===== config.mk =====
export PLATFORM = sky130hd
export DESIGN_NAME = ram_access_arbiter
export DESIGN_NICKNAME = d
export VERILOG_FILES = /design/src/rtl/ram_access_arbiter.sv
export SDC_FILE = /design/constraint.sdc
export NUM_CORES = 1
export LEC_CHECK = 0
export BUFFER_PORTS_ARGS = -buffer_cell sky130_fd_sc_hd__buf_2
export CORE_UTILIZATION = 45
export CTS_CLUSTER_DIAMETER = 150
export CTS_CLUSTER_SIZE = 14
export DETAILED_ROUTE_END_ITERATION = 10
export PLACE_DENSITY_LB_ADDON = 0.3
export SYNTH_ARGS = -nofsm -noshare
export SYNTH_HDL_FRONTEND = slang
export SYNTH_SLANG_ARGS = --single-unit

===== constraint.sdc =====
create_clock -name clk -period 5.13 [get_ports clk]
set_clock_uncertainty 0.05 [all_clocks]
set_input_delay 0.2565 -clock clk [delete_from_list [all_inputs] [get_ports clk]]
set_output_delay 0.2565 -clock clk [all_outputs]
set_load 0.02 [all_outputs]

===== src/rtl/ram_access_arbiter.sv =====
// ram_access_arbiter: shares one RAM between the CPU path and the loader.
// Ports: cpu_*/ld_* req-ack requesters, ram_* RAM pins, cpu_hold, busy.
module ram_access_arbiter #(
    parameter int ADDR_W        = 4,
    parameter int DATA_W        = 8,
    parameter int ACCESS_CYCLES = 2
) (
    input  logic              clk,
    input  logic              rst_n,
    input  logic              cpu_req,
    input  logic              cpu_we,
    input  logic [ADDR_W-1:0] cpu_addr,
    input  logic [DATA_W-1:0] cpu_wdata,
    output logic              cpu_ack,
    output logic [DATA_W-1:0] cpu_rdata,
    input  logic              ld_req,
    input  logic              ld_we,
    input  logic [ADDR_W-1:0] ld_addr,
    input  logic [DATA_W-1:0] ld_wdata,
    output logic              ld_ack,
    output logic [DATA_W-1:0] ld_rdata,
    output logic              ram_ce_n,
    output logic              ram_we_n,
    output logic [ADDR_W-1:0] ram_addr,
    output logic [DATA_W-1:0] ram_wdata,
    input  logic [DATA_W-1:0] ram_rdata,
    output logic              cpu_hold,
    output logic              busy
);

    typedef enum logic [1:0] {
        IDLE,
        ACCESS,
        ACK
    } state_t;

    localparam int CNT_W = 4;
    localparam logic [CNT_W-1:0] CNT_INIT =
        CNT_W'(ACCESS_CYCLES - 1);
    // With a single access cycle the strobe must fire on the grant edge.
    localparam bit SINGLE = (ACCESS_CYCLES == 1);

    state_t            state;
    logic [CNT_W-1:0]  cnt;
    logic              last_ld;
    logic              win_ld;
    logic              we_q;

    logic              grant_ld;
    logic              sel_we;
    logic [ADDR_W-1:0] sel_addr;
    logic [DATA_W-1:0] sel_wdata;

    // Loader wins if alone, or on a tie when the CPU was granted last.
    assign grant_ld  = ld_req & (~cpu_req | ~last_ld);
    assign sel_we    = grant_ld ? ld_we    : cpu_we;
    assign sel_addr  = grant_ld ? ld_addr  : cpu_addr;
    assign sel_wdata = grant_ld ? ld_wdata : cpu_wdata;

    always_ff @(posedge clk or negedge rst_n) begin
        if (!rst_n) begin
            state     <= IDLE;
            cnt       <= '0;
            last_ld   <= 1'b1;
            win_ld    <= 1'b0;
            we_q      <= 1'b0;
            ram_ce_n  <= 1'b1;
            ram_we_n  <= 1'b1;
            ram_addr  <= '0;
            ram_wdata <= '0;
            cpu_ack   <= 1'b0;
            ld_ack    <= 1'b0;
            cpu_rdata <= '0;
            ld_rdata  <= '0;
            cpu_hold  <= 1'b0;
            busy      <= 1'b0;
        end else begin
            cpu_ack <= 1'b0;
            ld_ack  <= 1'b0;
            case (state)
                IDLE: begin
                    if (cpu_req || ld_req) begin
                        state     <= ACCESS;
                        cnt       <= CNT_INIT;
                        win_ld    <= grant_ld;
                        we_q      <= sel_we;
                        ram_addr  <= sel_addr;
                        ram_wdata <= sel_wdata;
                        ram_ce_n  <= 1'b0;
                        ram_we_n  <= ~(SINGLE & sel_we);
                        busy      <= 1'b1;
                        cpu_hold  <= grant_ld;
                    end
                end
                ACCESS: begin
                    if (cnt == '0) begin
                        state    <= ACK;
                        ram_ce_n <= 1'b1;
                        ram_we_n <= 1'b1;
                        last_ld  <= win_ld;
                        if (!we_q) begin
                            if (win_ld) ld_rdata  <= ram_rdata;
                            else        cpu_rdata <= ram_rdata;
                        end
                        if (win_ld) ld_ack  <= 1'b1;
                        else        cpu_ack <= 1'b1;
                    end else begin
                        cnt <= cnt - 1'b1;
                        // Strobe only in the final access cycle.
                        if (cnt == CNT_W'(1)) ram_we_n <= ~we_q;
                    end
                end
                ACK: begin
                    state    <= IDLE;
                    busy     <= 1'b0;
                    cpu_hold <= 1'b0;
                end
                default: state <= IDLE;
            endcase
        end
    end

endmodule


# --- Yosys cells after proc, flatten, opt, wreduce, memory -nomap -nowiden ---
# Index checks and enable logic that the tools add are counted.
word_totals:
  inputBits: 38
  output_inout_bits: 34
  ff_bits: 43
classes:
  mux: 25
  bitwise: 6
  addsub: 1
  reduce_logical: 14
  n_eq_ne: 7
ops:
  columns: ["operator", "count"]
  rows:
  - ["$mux 1", 13]
  - ["$mux 4", 3]
  - ["$reduce_and 3->1", 3]
  - ["$mux 8", 1]
  - ["$pmux 1 s2", 4]
  - ["$pmux 4 s2", 1]
  - ["$reduce_and 2->1", 4]
  - ["$reduce_and 4->1", 2]
  - ["$ne 2x2->1 const B", 3]
  - ["$eq 4x1->1 const B", 1]
  - ["$logic_not 4->1", 1]
  - ["$mux 2", 2]
  - ["$not 1->1", 4]
  - ["$pmux 2 s2", 1]
  - ["$reduce_bool 2->1", 2]
  - ["$sub 4x1->4 const B", 1]
  - ["$ne 3x3->1 const B", 1]
  - ["$eq 2x1->1 const B", 1]
  - ["$eq 2x2->1 const B", 1]
  - ["$logic_not 2->1", 1]
  - ["$and 1x1->1", 1]
  - ["$logic_or 1x1->1", 1]
  - ["$or 1x1->1", 1]

# --- Depth between registers and ports, before layout ---
logic_depth:
  ltp_word: 5
  mapped_depth: 7

# --- Worst setup path after synthesis ---
# OpenSTA, ideal clock, no wires.
synth_path:
  kind: "register to register"
  start: "register cnt[0]"
  end: "register cpu_rdata[0]"
  n_path_buf: 2
  setup_ns: 0.125
  stages_incl_launch_ff: 8
  path_slack_ns: 3.019
  t_arrival_ns: 1.936
  required_time_ns: 4.955
  cell_sequence: "dfrtp_1 > inv_1 > ha_1 > or3b_1 > buf_2 > or4_4 > buf_6 > mux2_4"
synth_via:
  elab_chain_len: 2
synth_lines:
  columns: ["element", "line_no", "text"]
  rows:
  - ["start: declaration", "44", "logic [CNT_W-1:0] cnt;"]
  - ["start signal: assignment", "108", "cnt <= cnt - 1'b1;"]
  - ["$logic_not 4->1", "96", "if (cnt == '0) begin"]
  - ["$reduce_and 4->1 (no source line)", null, null]
  - ["end signal: assignment", "103", "else cpu_rdata <= ram_rdata;"]
  - ["end: declaration", "15", "output logic [DATA_W-1:0] cpu_rdata,"]
# Every way passes these cells.
# A chain may end at the register's enable or synchronous reset.

# --- Worst setup path after layout ---
layout_path:
  start: "register cnt[0]"
  end: "register cpu_rdata[5]"
# The elaborated chain is that of the path after synthesis.

==> impl_results.md <==
- Reg2reg path depth: 5
- Req. time, crit path: around 5.3 ns
- Commonest non-fill, non-tap cell in the layout: buf_2
- Layout area overhead: 25.71%
- CTS clk-pin slew, worst paths: approximately 0.070 ns
- Worst EP arrival: 2.28 ns
- Post-synth ARST share: 100.0%
- Post-Syn Instances: between 150 and 200
- Drt total wl: ~3.6 mm
- Placed cell area: 2292 um2
- Slew @ Worst Pin: 0.9858 ns
- Per-cell routed wire length: 13.15 um
- Die area: 4493 um2
- Hold_ws: 0.04981 ns
- Dpl hpwl: 2.627 mm
- Number of flops mapped to enable cells by yosys: 0
- Final worst slack: slightly below 3 ns
- Setup-failing EPs final: 0
- Register area share after synthesis: 56.74%
- Max Cap Viol: 0
- Clock Tree Root: clkbuf_8
- Drt drc: 0
- Gp weighted congestion: 0.7471
- Vias: 1420
- Worst R2R End: cpu_rdata[5]$_DFFE_PN0P_
- Min-delay worst type: primary input to async pin
- VDD IR max: ~0.31 mV
- Synthesized area: about 1900 um2
- Chip height: 67.03 um
- Largest net degree at the start of global routing: 44
- Power Density: 637.0 nW/um2
- Design area: 2392 um2
- Starting DRT DRC Count: 50
- Flop2flop setup slack: approximately 3 ns
- Total CTS buffers: 5
- Startpoint types: flop
- Crit Reg-Reg Startpoint: cnt[0]$_DFFE_PN0P_
- Synth Register Bits: 43
- Initial Util: roughly 47%
- Crit path cell chain: inv_1, ha_1, or3b_1, or4_4, mux2_4
- First-pass GRT wire length: roughly 5.9 mm
- Initial antenna violation count: 0
- Pwr Total: 1.524 mW
- Core area: 4029 um2
- Clock buffer depth: 2
- Clock H-tree levels: 2
- Total Routing Usage GR: 18.17%
- Nets: 264
- Number of cell rows: 23
- RSZ-0062 raised after global routing: no
- Count of input and output buffers: 71
- Crit path largest cell delay: 0.56 ns
- Mean post-synth cell area: around 13 um2
- Post-CTS Hold Fix Bufs: 0
- P_leak: between 1 and 1.5 nW
- Die Width: 67.03 um
- Crit Path Class: flop to flop
- Slowest-stage cell, CP: or4_4
- Worst path top cell family by delay: simple AND/OR/NAND/NOR gates
- Dominant cells by area after synthesis: dfrtp_1 (53%), mux2i_1 (7.9%), o21ai_0 (7.9%)
- CP bufs+invs: 1
- Outcome: completed
- Worst-Skew Late Latency: 0.29 ns
- Post-CTS Resized: 0
- Congestion Overflow GR: 0
- Yosys Warn Count: 0
- Post-DRT Antenna Nets: 0
- Via/cell ratio: roughly 5.2
- Vias in the first global route: ~1300
- Most frequent cells in the layout: buf_2 (71), dfrtp_1 (40), o21ai_0 (30)
- CTS tree: yes
- Top cell type's share of synthesized area: 52.60%
- Final Critical Period: roughly 2.2 ns
- Tcrit/Tclk final: 41.97%
- Clock sink count: 43
- Top_reg_cell synth: dfrtp_1
- CP Max Fanout: 8
- Num ports: 72
- Synthesized Nets: 193
- Rel. slew slack: 33.90%
- Drt first pass iters: 5
- Layout cell share with drive strength beyond 1: 46.43%
- Pins over their slew limit: 0
- Number of diodes: 0
- Fmax: between 400 and 500 MHz
- Final hold vios: 0
- Yosys top cell by area: dfrtp_1
- Post-CTS Setup Bufs: 0
- Crit end category: flop
- DP Worst Slack: 2.980 ns
- Distinct cell type count after synthesis: 34
- Setup TNS: 0 ns
## registers in the layout, summed over array words and instances (netlist names), 2 cells and up
| register | cells |
|---|---|
| state | 2 |
| cnt | 4 |
| ram_wdata | 8 |
| ld_rdata | 8 |
| cpu_rdata | 8 |
| ram_addr | 4 |
## through the flow
stage,instances,utilization [%]
final,274,59.38
after global routing,274,59.38
after CTS,274,59.38
after detailed placement,266,56.89
after global placement,266,56.89
after floorplan,152,-
## cell families after synthesis
family | Yosys count | synth area share, %
flops | 43 | 56.74
compound gates | 39 | 11.57
mux | 33 | 20.12
simple gates | 22 | 6.707
buf+inv | 12 | 2.893
fa+ha+maj | 3 | 1.973
## cell type report
class / instances / area, um2
flip-flops and latches: 43 / 1080
well taps: 50 / 62.56
inverters: 4 / 15.01
fillers: 363 / 1637
multi-input cells: 97 / 772.0
clock buffers: 8 / 100.1
repair buffers: 72 / 362.8
## per-layer routing
layer,GRT usage [%],wire [um],share of wire (%)
met5,0,0,0
met4,8.777,56,1.6
met3,4.966,264,7.3
met2,27.38,1635,45
met1,23.83,1647,46
## worst max-delay path by stage
| stage | from | to | slack [ns] | cells after the start |
|---|---|---|---|---|
| 2_1_floorplan | cnt[0]$_DFFE_PN0P_ | cpu_rdata[0]$_DFFE_PN0P_ | 3.02 | 7 |
| 3_3_place_gp | cnt[0]$_DFFE_PN0P_ | cpu_rdata[5]$_DFFE_PN0P_ | 3.02 | 5 |
| 3_5_place_dp | cnt[0]$_DFFE_PN0P_ | cpu_rdata[5]$_DFFE_PN0P_ | 2.98 | 5 |
| 4_1_cts | cnt[0]$_DFFE_PN0P_ | cpu_rdata[5]$_DFFE_PN0P_ | 2.97 | 5 |
| 5_1_grt | cnt[1]$_DFFE_PN0P_ | ld_rdata[6]$_DFFE_PN0P_ | 2.84 | 5 |
| 6_report | cnt[0]$_DFFE_PN0P_ | cpu_rdata[5]$_DFFE_PN0P_ | 2.98 | 5 |
## synth_stat cells (2+ instances only)
cell,count
nor2_1,4
mux2_2,10
mux2_4,8
nor3_1,3
inv_1,4
mux2i_1,15
nor2b_1,2
dfstp_2,3
o21ai_0,30
buf_2,2
dfrtp_1,40
clkbuf_1,5
nand3_1,2
nand2_1,2
ha_1,3
## worst register-to-register path, stage by stage, from the launching register on
cell and delay, ns:
dfrtp_1 0.40, inv_1 0.11, ha_1 0.16, or3b_1 0.44, or4_4 0.56, mux2_4 0.34
## where the power goes
group,switching [mW],total [mW],internal [mW]
clock network,0.105,0.228,0.123
registers,0.0976,0.603,0.505
logic,0.397,0.693,0.297
total,0.600,1.52,0.924
Note: power is estimated with default switching activity, not from simulation.
